--- src/rtl/mem_stage_sb.sv ---
// MEM pipeline stage with a store buffer in front of a multi-cycle req/ready
// data memory. Stores drain in the background; loads forward from the buffer or stall.
module mem_stage_sb #(
   parameter int DATA_W   = 32,
   parameter int ADDR_W   = 32,
   parameter int REG_W    = 4,
   parameter int SB_DEPTH = 4
) (
   input  logic              clk,
   input  logic              rst,
   input  logic              wb_en_in,
   input  logic              mem_r_en_in,
   input  logic              mem_w_en_in,
   input  logic [REG_W-1:0]  dest_in,
   input  logic [ADDR_W-1:0] alu_res_in,
   input  logic [DATA_W-1:0] val_rm,
   output logic              freeze_out,
   output logic              wb_en_out,
   output logic              mem_r_en_out,
   output logic [REG_W-1:0]  dest_out,
   output logic [ADDR_W-1:0] alu_res_out,
   output logic [DATA_W-1:0] data_mem_out,
   output logic              sb_empty,
   output logic              mem_req,
   output logic              mem_we,
   output logic [ADDR_W-1:0] mem_addr,
   output logic [DATA_W-1:0] mem_wdata,
   input  logic              mem_ready,
   input  logic [DATA_W-1:0] mem_rdata
);
   localparam int PTR_W = $clog2(SB_DEPTH);
   localparam int CNT_W = PTR_W + 1;
   localparam int WA_W  = ADDR_W - 2;

   typedef enum logic [1:0] {IDLE = 2'd0, DRAIN = 2'd1, LOAD = 2'd2} state_t;

   state_t            state_q, state_d;
   logic [PTR_W-1:0]  head_q, head_d, tail_q, tail_d;
   logic [CNT_W-1:0]  count_q, count_d;
   logic [WA_W-1:0]   sb_addr_q [SB_DEPTH];
   logic [DATA_W-1:0] sb_data_q [SB_DEPTH];

   logic [WA_W-1:0]     addr_word;
   logic [SB_DEPTH-1:0] match_vec;
   logic                hit;
   logic [DATA_W-1:0]   fwd_data;
   logic [PTR_W-1:0]    fwd_idx;
   logic                sb_full, drain_done, load_done, load_miss, enq, freeze;

   logic              wb_en_q, wb_en_d, mem_r_en_q, mem_r_en_d;
   logic [REG_W-1:0]  dest_q, dest_d;
   logic [ADDR_W-1:0] alu_res_q, alu_res_d;
   logic [DATA_W-1:0] data_mem_q, data_mem_d;
   logic              mem_req_q, mem_req_d, mem_we_q, mem_we_d;
   logic [ADDR_W-1:0] mem_addr_q, mem_addr_d;
   logic [DATA_W-1:0] mem_wdata_q, mem_wdata_d;

   assign addr_word = alu_res_in[ADDR_W-1:2];

   for (genvar gi = 0; gi < SB_DEPTH; gi++) begin : g_match
      assign match_vec[gi] = (sb_addr_q[gi] == addr_word);
   end

   // Walk oldest to youngest so the last valid match (youngest) wins.
   always_comb begin
      hit      = 1'b0;
      fwd_data = '0;
      fwd_idx  = head_q;
      for (int k = 0; k < SB_DEPTH; k++) begin
         fwd_idx = head_q + PTR_W'(k);
         if ((CNT_W'(k) < count_q) && match_vec[fwd_idx]) begin
            hit      = 1'b1;
            fwd_data = sb_data_q[fwd_idx];
         end
      end
   end

   assign sb_full    = (count_q == CNT_W'(SB_DEPTH));
   assign drain_done = (state_q == DRAIN) && mem_ready;
   assign load_done  = (state_q == LOAD) && mem_ready;
   assign load_miss  = mem_r_en_in && !hit;
   assign enq        = mem_w_en_in && (!sb_full || drain_done);
   assign freeze     = (mem_w_en_in && !enq) || (load_miss && !load_done);

   always_comb begin
      head_d  = drain_done ? head_q + 1'b1 : head_q;
      tail_d  = enq ? tail_q + 1'b1 : tail_q;
      count_d = count_q + CNT_W'(enq) - CNT_W'(drain_done);

      state_d = state_q;
      case (state_q)
         IDLE: begin
            if (load_miss)
               state_d = LOAD;
            else if (count_q != '0)
               state_d = DRAIN;
         end
         DRAIN:   if (mem_ready) state_d = IDLE;
         LOAD:    if (mem_ready) state_d = IDLE;
         default: state_d = IDLE;
      endcase

      // Handshake fields are latched on leaving IDLE and held until completion.
      mem_req_d   = (state_d != IDLE);
      mem_we_d    = (state_d == DRAIN);
      mem_addr_d  = mem_addr_q;
      mem_wdata_d = mem_wdata_q;
      if (state_d == IDLE) begin
         mem_addr_d  = '0;
         mem_wdata_d = '0;
      end else if (state_q == IDLE) begin
         if (state_d == DRAIN) begin
            mem_addr_d  = {sb_addr_q[head_q], 2'b00};
            mem_wdata_d = sb_data_q[head_q];
         end else begin
            mem_addr_d  = alu_res_in;
            mem_wdata_d = '0;
         end
      end

      wb_en_d    = freeze ? 1'b0 : wb_en_in;
      mem_r_en_d = freeze ? 1'b0 : mem_r_en_in;
      dest_d     = dest_in;
      alu_res_d  = alu_res_in;
      data_mem_d = '0;
      if (!freeze && mem_r_en_in)
         data_mem_d = hit ? fwd_data : mem_rdata;
   end

   always_ff @(posedge clk) begin
      if (rst) begin
         state_q     <= IDLE;
         head_q      <= '0;
         tail_q      <= '0;
         count_q     <= '0;
         wb_en_q     <= 1'b0;
         mem_r_en_q  <= 1'b0;
         dest_q      <= '0;
         alu_res_q   <= '0;
         data_mem_q  <= '0;
         mem_req_q   <= 1'b0;
         mem_we_q    <= 1'b0;
         mem_addr_q  <= '0;
         mem_wdata_q <= '0;
      end else begin
         state_q     <= state_d;
         head_q      <= head_d;
         tail_q      <= tail_d;
         count_q     <= count_d;
         wb_en_q     <= wb_en_d;
         mem_r_en_q  <= mem_r_en_d;
         dest_q      <= dest_d;
         alu_res_q   <= alu_res_d;
         data_mem_q  <= data_mem_d;
         mem_req_q   <= mem_req_d;
         mem_we_q    <= mem_we_d;
         mem_addr_q  <= mem_addr_d;
         mem_wdata_q <= mem_wdata_d;
      end
   end

   // Entry storage needs no reset: validity is tracked by head/count alone.
   always_ff @(posedge clk) begin
      if (enq) begin
         sb_addr_q[tail_q] <= addr_word;
         sb_data_q[tail_q] <= val_rm;
      end
   end

   assign freeze_out   = freeze;
   assign wb_en_out    = wb_en_q;
   assign mem_r_en_out = mem_r_en_q;
   assign dest_out     = dest_q;
   assign alu_res_out  = alu_res_q;
   assign data_mem_out = data_mem_q;
   assign sb_empty     = (count_q == '0);
   assign mem_req      = mem_req_q;
   assign mem_we       = mem_we_q;
   assign mem_addr     = mem_addr_q;
   assign mem_wdata    = mem_wdata_q;
endmodule

--- config.mk ---
export PLATFORM = sky130hd
export DESIGN_NAME = mem_stage_sb
export DESIGN_NICKNAME = d
export VERILOG_FILES = /design/src/rtl/mem_stage_sb.sv
export SDC_FILE = /design/constraint.sdc
export NUM_CORES = 1
export LEC_CHECK = 0
export BUFFER_PORTS_ARGS = -buffer_cell sky130_fd_sc_hd__buf_2
export CAP_MARGIN = 10
export CORE_UTILIZATION = 30
export DETAILED_ROUTE_END_ITERATION = 10
export PLACE_DENSITY_LB_ADDON = 0.08
export SETUP_SLACK_MARGIN = 0.5
export SYNTH_ARGS = -nofsm -noshare
export SYNTH_HDL_FRONTEND = slang
export SYNTH_SLANG_ARGS = --single-unit
--- constraint.sdc ---
create_clock -name clk -period 5.3 [get_ports clk]
set_clock_uncertainty 0.1 [all_clocks]
set_input_delay 0.265 -clock clk [delete_from_list [all_inputs] [get_ports clk]]
set_output_delay 0.265 -clock clk [all_outputs]
set_load 0.02 [all_outputs]
==> reports/results.txt <==
outcome: completed
Net Switching: 3.18 mW
top-count cell post-synth: edfxtp_1
Seq pwr share: 40.6%
GP Congestion: 0.799
Boundary Pins: 244
Yosys top cell area share: 38.5%
Layout Nets: 2,008
Comb power frac: 24.7%
vias: 14,300
Bufs on Longest Clock Path: 3
DRC viols: 0
Req. time, crit path: 4930 ps
cell area power density: 406 nW/µm²
vias in the first global route: 14,500
met2 usage: 31.8%
TritonCTS Buffers: 47
dpl ws: 1090 ps
crit start category: input port
Post-Route WL: 62,800 µm
pin count of the biggest net entering global routing: 80
final antenna-violating net count: 0
RSZ-0062 raised after global routing: no
RR Endpoint: wb_en_out$_SDFF_PP0_
max_slew headroom: 28.6%
H-tree Lvls: 2
Die H: 256 µm
DP Area: 21,300 µm²
clock sinks: 395
initial antenna violation count: 2
Syn Nets: 1,738
post-synthesis register bit count: 395
Crit Reg-Reg Startpoint: sb_addr_q[1][13]$_DFFE_PP_
post-synthesis async set-or-reset flop share: 0%
Tot Pwr: 9.69 mW
hpwl dp: 40,300 µm
PortBufs: 243
global-route wire length before repair: 94,000 µm
grt met3 use: 2.56%
Max-cap violations: 0
HP Class: input port to flip-flop
Routed wire per std cell: 22.6 µm
Final WS setup: 823 ps
Worst Reg2Reg Path Length in Cells: 10
hold path start: mem_rdata[5]
Post-Route Setup TNS: 0 ps
library cells used by synthesis: 51
worst-margin pin slew: 1060 ps
endpoints failing setup: 0
Post-synth EDFFs: 248
share of layout cells above drive strength 1: 22.6%
crit path DAT: 4110 ps
Initial DRT Pass Iterations: 5
VDD IR max: 252 µV
syn avg cell area: 12.0 µm²
YS warnings: 0
Synth area leader: edfxtp_1
Clock Pin Slew Worst Setup and Hold Paths: 60 ps
WHS Endpoint: data_mem_out[5]$_SDFF_PP0_
Post-synth top flop: edfxtp_1
sequential share of the synthesized area: 53.7%
Crit Path Class: input port to output port
Synth Instances: 1,620
Setup Fix Bufs, Post-CTS: 0
area grow syn2layout: 23.3%
Clk network pwr share: 34.6%
clock root buffer: clkbuf_16
clk_lat worst skew: 600 ps
period utilisation layout: 84.5%
Vias per Instance: 5.14
CP max FO: 33
FF-to-FF setup slack: 1240 ps
Initial Util: 30.5%
design area: 23,900 µm²
Most Crowded Layer GR: met2
LEAKAGE: 8.20 nW
Rows: 92
Fin. Hold Viols: 0
Core ar.: 63,400 µm²
sw frac: 32.8%
die area: 65,600 µm²
top cells by area, synth: edfxtp_1 (38%), dfxtp_1 (15%), mux4_2 (7.6%)
die width: 256 µm
initial DRC count: 908
Post-synth top cells: edfxtp_1 (248), dfxtp_1 (147), nor2_1 (139), mux2i_1 (127), a21oi_1 (99)
internal power: 6.51 mW
GR Util met1: 25.4%
minimum clock period: 4480 ps
Core Util, Final: 37.7%
total grt overflow: 0
CP endpoint kind: output port
fin. max-slew vios: 0
CTS tree: built
Post-Synthesis Cell Area: 19,400 µm²
Hold Path Depth: 4
Achievable Freq: 0.223 GHz
antenna diode count: 0
total track usage: 18.9%
## logic make-up after synthesis
group	synth area share (%)
AND/OR/NAND/NOR	11.0
flip-flops	53.7
AO/OA/AOI/OAI	10.8
multiplexers	14.1
buffers and inverters	4.02
XOR/XNOR	5.61
adder cells (fa/ha/maj)	0.814
## power by group through the flow
stage | sequential (mW) | combinational [mW] | clock [mW]
2_1_floorplan | 4.09 | 1.38 | 0
6_report | 3.94 | 2.40 | 3.36
4_1_cts | 3.94 | 2.44 | 3.46
3_5_place_dp | 4.00 | 2.36 | 0
5_1_grt | 3.98 | 2.60 | 3.57
3_3_place_gp | 3.99 | 2.34 | 0
## state kept, by name, summed over array words and instances, names as in the netlist, named ones only
register and count:
mem_wdata 32, mem_req 1, alu_res_out 32, dest_out 4, mem_addr 32, wb_en_out 1
count_q 3, sb_data_q 128, mem_r_en_out 1, state_q 2, tail_q 2, head_q 2
sb_addr_q 120, data_mem_out 32, mem_we 1
## layout make-up
class | instances | area, µm²
Clock buffer | 64 | 1320
Clock inverter | 24 | 282
Fill cell | 6179 | 39500
Inverter | 13 | 50.0
Multi-Input combinational cell | 1058 | 8270
Sequential cell | 395 | 10400
Tap cell | 846 | 1060
Timing Repair Buffer | 375 | 2500
## worst max path at each step
stage	startpoint	endpoint	slack [ps]	depth (start not counted)
after CTS	alu_res_in[12]	freeze_out	570	11
after floorplan	state_q[0]$_SDFF_PP0_	sb_addr_q[0][0]$_DFFE_PP_	2040	6
after detailed placement	alu_res_in[12]	data_mem_out[10]$_SDFF_PP0_	1090	9
final	alu_res_in[12]	freeze_out	820	11
after global routing	sb_addr_q[1][13]$_DFFE_PP_	freeze_out	720	10
after global placement	alu_res_in[12]	freeze_out	1110	10
## layer usage
| layer | part of all wire (%) | wire length, µm | vias up |
|---|---|---|---|
| met3 | 4.5 | 2840 | 86 |
| li1 | - | - | 6686 |
| met2 | 48 | 30200 | 362 |
| met1 | 45 | 28500 | 7134 |
| met4 | 2.0 | 1280 | 4 |
| met5 | 0.041 | 26 | - |
## critical path, cell delays in order
cell,delay [ps]
dlygate4sd3_1,520
buf_2,270
xor2_1,340
nor3_1,170
and3_1,240
a32o_1,310
nor2_4,730
and3_4,700
nand3_1,180
nand2_1,190
buf_2,190
## cells in the final DEF (no fill, tap or decap), types with 3 or more instances in the layout
cell type and instances:
buf_4 28, mux2i_1 127, buf_12 3, and2_4 4, nand4_1 29, dfxtp_4 4, clkbuf_16 48, o22ai_1 31
clkinv_2 7, clkinvlp_4 3, a211oi_1 32, clkinv_1 7, nand3_1 5, buf_2 243, o221ai_1 31, bufinv_16 5
ha_1 11, a21o_1 3, nor3_1 97, inv_1 10, nor2b_1 71, and3_1 3, nand2_1 11, clkbuf_1 10
edfxtp_1 248, o21ai_0 36, a21oi_1 99, xnor2_1 89, xor2_1 35, a211o_1 31, mux4_2 65, nor2_1 138
dlygate4sd3_1 101, nor4_1 42, a22oi_1 32, dfxtp_1 143, clkbuf_8 6, and2_1 7
## stage by stage
step,hold WS [ps],cells
finish,56.7,2775
global route,65.3,2775
CTS,24.3,2775
detailed placement,385,2586
global placement,382,2586
floorplan,264,1620
## what timing repair did
item,in CTS,in global routing
endpoints found under the hold margin,347,0
setup endpoints to repair,0,1
gates resized for setup,0,1
hold buffers,101,0
Power figures use the tool's default switching activity.
